File: src/rtl/fifo_stream_pkg.sv
// Shared constants for the FIFO-to-stream adapter: buffer depth, occupancy width, clog2 helper.
package fifo_stream_pkg;

  localparam int unsigned BUF_DEPTH = 2;

  function automatic int unsigned clog2(input int unsigned n);
    int unsigned v;
    int unsigned r;
    v = (n > 0) ? n - 1 : 0;
    r = 0;
    while (v > 0) begin
      r = r + 1;
      v = v >> 1;
    end
    return r;
  endfunction

  // Occupancy must represent 0..BUF_DEPTH inclusive.
  localparam int unsigned OCC_W = clog2(BUF_DEPTH + 1);

endpackage

File: src/rtl/stream_skid_buf.sv
// Two-entry in-order buffer; head is a dedicated register so the stream data is registered.
module stream_skid_buf
  import fifo_stream_pkg::*;
#(
  parameter int unsigned DATA_WIDTH = 8
) (
  input  logic                  clk,
  input  logic                  rst,
  input  logic                  flush,
  input  logic                  push,
  input  logic                  pop,
  input  logic [DATA_WIDTH-1:0] din,
  output logic [OCC_W-1:0]      occ,
  output logic [DATA_WIDTH-1:0] head
);

  logic [DATA_WIDTH-1:0] r_head;
  logic [DATA_WIDTH-1:0] r_tail;
  logic [OCC_W-1:0]      r_occ;

  always_ff @(posedge clk or posedge rst) begin
    if (rst) begin
      r_head <= '0;
      r_tail <= '0;
      r_occ  <= '0;
    end else if (flush) begin
      r_occ <= '0;
    end else begin
      unique case ({push, pop})
        2'b10: begin
          if (r_occ == '0) r_head <= din;
          else             r_tail <= din;
          r_occ <= r_occ + OCC_W'(1);
        end
        2'b01: begin
          // Head only moves when a second word is waiting, keeping m_data stable otherwise.
          if (r_occ == OCC_W'(BUF_DEPTH)) r_head <= r_tail;
          r_occ <= r_occ - OCC_W'(1);
        end
        2'b11: begin
          if (r_occ == OCC_W'(1)) begin
            r_head <= din;
          end else begin
            r_head <= r_tail;
            r_tail <= din;
          end
        end
        default: ;
      endcase
    end
  end

  assign occ  = r_occ;
  assign head = r_head;

endmodule

File: src/rtl/fifo_stream_adapter.sv
// Drains a 1-cycle-latency synchronous FIFO into a valid/ready stream at full throughput.
// Optional m_last burst marking is enabled by defining BURST_LAST_EN.
module fifo_stream_adapter
  import fifo_stream_pkg::*;
#(
  parameter int unsigned DATA_WIDTH = 8,
  parameter int unsigned BURST_LEN  = 4
) (
  input  logic                  clk,
  input  logic                  rst,
  input  logic                  flush,
  input  logic                  fifo_empty,
  input  logic [DATA_WIDTH-1:0] fifo_data,
  output logic                  fifo_r_en,
  output logic                  m_valid,
  input  logic                  m_ready,
  output logic [DATA_WIDTH-1:0] m_data,
  output logic                  m_last
);

  localparam int unsigned SUM_W = OCC_W + 1;

  if (BURST_LEN == 0) begin : g_len_chk
    $error("BURST_LEN must be at least 1");
  end

  logic             r_inflight;
  logic [OCC_W-1:0] w_occ;
  logic             w_pop;
  logic             w_push;
  logic [SUM_W-1:0] w_need;

  assign w_pop  = m_valid & m_ready;
  assign w_push = r_inflight & ~flush;

  // Slots committed after this edge: buffered + returning word, less the one leaving.
  assign w_need    = SUM_W'(w_occ) + SUM_W'(r_inflight) - SUM_W'(w_pop);
  assign fifo_r_en = ~rst & ~fifo_empty & ~flush & (w_need < SUM_W'(BUF_DEPTH));

  always_ff @(posedge clk or posedge rst) begin
    if (rst) r_inflight <= 1'b0;
    else     r_inflight <= fifo_r_en;
  end

  stream_skid_buf #(
    .DATA_WIDTH(DATA_WIDTH)
  ) u_buf (
    .clk  (clk),
    .rst  (rst),
    .flush(flush),
    .push (w_push),
    .pop  (w_pop),
    .din  (fifo_data),
    .occ  (w_occ),
    .head (m_data)
  );

  assign m_valid = (w_occ != '0);

`ifdef BURST_LAST_EN
  localparam int unsigned     CNT_W    = (BURST_LEN > 1) ? clog2(BURST_LEN) : 1;
  localparam logic [CNT_W-1:0] LAST_IDX = CNT_W'(BURST_LEN - 1);

  logic [CNT_W-1:0] r_cnt;

  always_ff @(posedge clk or posedge rst) begin
    if (rst)        r_cnt <= '0;
    else if (flush) r_cnt <= '0;
    else if (w_pop) r_cnt <= (r_cnt == LAST_IDX) ? '0 : r_cnt + CNT_W'(1);
  end

  assign m_last = m_valid & (r_cnt == LAST_IDX);
`else
  assign m_last = 1'b0;
`endif

endmodule

File: config.mk
export PLATFORM = sky130hd
export DESIGN_NAME = fifo_stream_adapter
export DESIGN_NICKNAME = d
export VERILOG_FILES = /design/src/rtl/fifo_stream_pkg.sv /design/src/rtl/stream_skid_buf.sv /design/src/rtl/fifo_stream_adapter.sv
export SDC_FILE = /design/constraint.sdc
export NUM_CORES = 1
export LEC_CHECK = 0
export CORE_UTILIZATION = 52
export CTS_CLUSTER_SIZE = 14
export DETAILED_ROUTE_END_ITERATION = 6
export PLACE_DENSITY = 0.91
export SYNTH_ARGS = -nofsm -noshare
export SYNTH_HDL_FRONTEND = slang
export SYNTH_HIERARCHICAL = 1
export SYNTH_SLANG_ARGS = --single-unit
File: constraint.sdc
create_clock -name clk -period 5.95 [get_ports clk]
set_input_delay 1.785 -clock clk [delete_from_list [all_inputs] [get_ports clk]]
set_output_delay 1.785 -clock clk [all_outputs]
set_load 0.005 [all_outputs]
==> impl_metrics.py <==
metrics = {
    "critical_path": {
        "reg2reg_to": "r_inflight",
        "reg2reg_depth": 7,
        "cp.arrival_ps": 4060,
        "startpoint": "m_ready",
        "path_cells": "clkdlybuf4s50_1 > and2_4 > ha_1 > nand2b_1 > fa_1 > nand2b_1 > nor4_4 > clkdlybuf4s50_1",
        "worstSetupPathType": "in -> out",
        "worstSetupStartpointType": "input pin",
        "rrSetupSlack_ps": 3760,
        "cp_num_cells": 8,
        "worst_path_max_delay_cell": "clkdlybuf4s50_1",
        "required_ps": 4160,
        "cp_max_fo": 2,
        "crit-reg2reg-launch": "u_buf/occ[1]",
        "crit_end": "fifo_r_en",
        "slowest_delay_ps": 540,
        "worstSetupEndpointType": "primary output",
        "crit_family": "buffers and inverters",
        "timing.critical_path.buf_inv": 2,
    },
    "grt": {
        "track_usage_pct": 19.6,
        "grt_max_degree": 19,
        "grt_pass1_wl_microns": 2770,
        "met2_usage_pct": 30.4,
        "antenna_found_initial": 0,
        "grt-ovfl-total": 0,
        "top_usage_layer": "met2",
        "grt_pass1_vias": 639,
        "grt_use_met1_pct": 24.9,
        "gr-usage-met3_pct": 3.92,
    },
    "synthesis": {
        "synth_fp_nets": 94,
        "netlist_top_cells_count": "mux2_2 (24), dfrtp_1 (19), inv_1 (5)",
        "async_reset_ff_share_pct": 100,
        "synth.area.top_cells": "dfrtp_1 (47%), mux2_2 (27%), ha_1 (4.9%), fa_1 (2.0%), a21boi_4 (1.9%)",
        "yosysTopAreaCell": "dfrtp_1",
        "synth_edf_count": 0,
        "synthCells": 76,
        "avgSynthCellArea_sq_um": 13.3,
        "yosysWarnings": 6,
        "yosysMostFrequentCell": "mux2_2",
        "synth.distinct_cells": 23,
        "synth-seq-cells": 19,
        "syn_area_sq_um": 1010,
        "yosysSeqAreaShare_pct": 46.9,
        "synth_flop_cell": "dfrtp_1",
        "synth.top_cell.area_share_pct": 46.9,
    },
    "floorplanning": {
        "die-width_microns": 46.1,
        "coreArea_sq_um": 1780,
        "start_util_pct": 56.8,
        "rows": 15,
        "io_pins": 24,
        "die_area_sq_um": 2130,
        "die_h_microns": 46.1,
    },
    "clocking": {
        "cts_made_buffers": 3,
        "clock_sinks": 19,
        "cts_tree": "built",
        "root_buffer": "clkbuf_4",
        "ctsHoldBuffers": 0,
        "post_cts_buffers": 0,
        "clk_pin_slew_ps": 100,
        "clock_latency_ps": 290,
        "cts_max_level": 1,
        "clk_path_buf_depth": 2,
    },
    "finish": {
        "drive_above_1_share_pct": 35.6,
        "num-nets-final": 120,
        "diodes": 0,
        "area_delta_synth_final_pct": 28.1,
    },
    "power": {
        "switching_share_pct": 30.8,
        "intPower_mw": 0.368,
        "power_frac_clock_pct": 11.8,
        "p_per_area_nw_per_um2": 409,
        "switchingPower_mw": 0.164,
        "comb_power_share_pct": 49.4,
        "vdd_drop_max_mv": 0.303,
        "p_leak_nw": 0.574,
        "pwr-share-seq_pct": 38.9,
    },
    "timing": {
        "hold_slack_ps": 512,
        "clock-skew-final_ps": 2.54,
        "fin_ws_ps": 104,
        "fin_crit_sh_pct": 98.3,
        "slew_violations": 0,
        "relSlewSlack_pct": 53.8,
        "period_needed_ps": 5850,
        "worstMarginPinSlew_ps": 692,
        "max_freq_mhz": 171,
        "setup_viol": 0,
        "finalHoldViolCount": 0,
    },
    "routing": {
        "drc_errors": 0,
        "wl_microns": 1720,
        "first_pass_iters": 2,
        "via_per_inst": 5.06,
        "drtIter0Drc": 4,
        "wl_per_cell_microns": 13.6,
        "vias": 637,
        "drtAntennaViolNets": 0,
    },
    "hold_path": {
        "min_path_cells": 1,
        "worstHoldPathType": "reg -> reg",
    },
    "placed_design": {
        "gp_congestion": 0.795,
        "place_ws_ps": -9.09,
        "io_buffers": 22,
        "place_hpwl_microns": 1300,
    },
    "flow_run": {
        "drv_cap": 0,
    },
    "outcome": {
        "outcome": "complete, no violations",
    },
}
## layout make-up
class / count / area, sq um
flip-flops and latches: 19 / 475
multi-input cells: 50 / 519
fillers: 132 / 484
inverters: 5 / 18.8
well taps: 25 / 31.3
repair buffers: 23 / 228
clock buffers: 4 / 26.3
## worst min path at each step
stage	from	to	slack, ps
after global placement	u_buf/r_tail[6]	u_buf/r_tail[6]	480
after global routing	u_buf/head[4]	u_buf/head[4]	530
after floorplan	u_buf/r_tail[0]	u_buf/r_tail[0]	470
after detailed placement	u_buf/r_tail[0]	u_buf/r_tail[0]	490
final	u_buf/r_tail[0]	u_buf/r_tail[0]	510
after CTS	u_buf/r_tail[0]	u_buf/r_tail[0]	520
## power groups by stage
stage / Clock [mW] / Sequential, mW / Combinational, mW
final: 0.0627 / 0.207 / 0.262
after global routing: 0.0723 / 0.213 / 0.289
after CTS: 0.0666 / 0.207 / 0.262
after detailed placement: 0 / 0.210 / 0.257
after global placement: 0 / 0.206 / 0.246
after floorplan: 0 / 0.206 / 0.155
## sequential cells by signal, summed over array words and instances, names as in the netlist
register	flops
r_inflight	1
u_buf/head	8
u_buf/occ	2
u_buf/r_tail	8
## layer usage
metal  part of all wire (%)  wire length [microns]  vias up
li1                       -                      -      309
met1                     44                    750      312
met2                     51                    879       14
met3                    4.0                     68        2
met4                    1.0                     18        0
met5                      0                      0        -
## metrics by stage
stage | util [%] | total power [mW] | setup TNS [ps] | cells | instance area [sq um]
floorplan | - | 0.361 | 0 | 76 | 1010
global placement | 70.5 | 0.452 | 0 | 122 | 1260
detailed placement | 70.5 | 0.467 | -9.09 | 122 | 1260
CTS | 72.4 | 0.535 | 0 | 126 | 1290
global route | 72.8 | 0.573 | -10.8 | 126 | 1300
finish | 72.8 | 0.532 | 0 | 126 | 1300
## cell families after synthesis
group           after synthesis  share of synthesized area, %
other cells                   1                         0.370
xor+xnor                      3                          2.59
simple gates                 12                          7.78
mux                          25                          27.7
buf+inv                       7                          3.33
compound gates                4                          4.45
fa+ha+maj                     5                          6.91
flops                        19                          46.9
## cells in the final DEF, fill, tap and decap left out
master and count:
clkbuf_1 1, nor4_4 1, a21oi_2 1, dfrtp_1 19
xor2_1 1, nor2b_1 1, clkdlybuf4s50_1 22, clkbuf_4 3
conb_1 1, mux2_2 24, a221oi_1 1, nor2_1 3
nand2b_1 2, and2_4 1, inv_1 5, xnor2_1 2
mux2i_1 1, o21ai_2 1, nand3b_2 1, buf_4 1
a21boi_4 1, ha_1 4, nand2_1 1, fa_1 1
or2_4 1, and3b_2 1
## repair_timing
| action | 4_1_cts | 5_1_grt |
|---|---|---|
| setup endpoints to repair | 1 | 1 |
| resized for setup | 1 | 1 |
| cloned | 0 | 0 |
| pin swaps | 0 | 0 |
## worst reg2reg max path, cell delays in order (launching register included)
cell	delay, ps
dfrtp_1	480
or2_4	260
and2_4	160
ha_1	260
nand2b_1	150
fa_1	480
nand2b_1	80
nor4_4	230
Note: power is estimated with default switching activity, not from simulation.
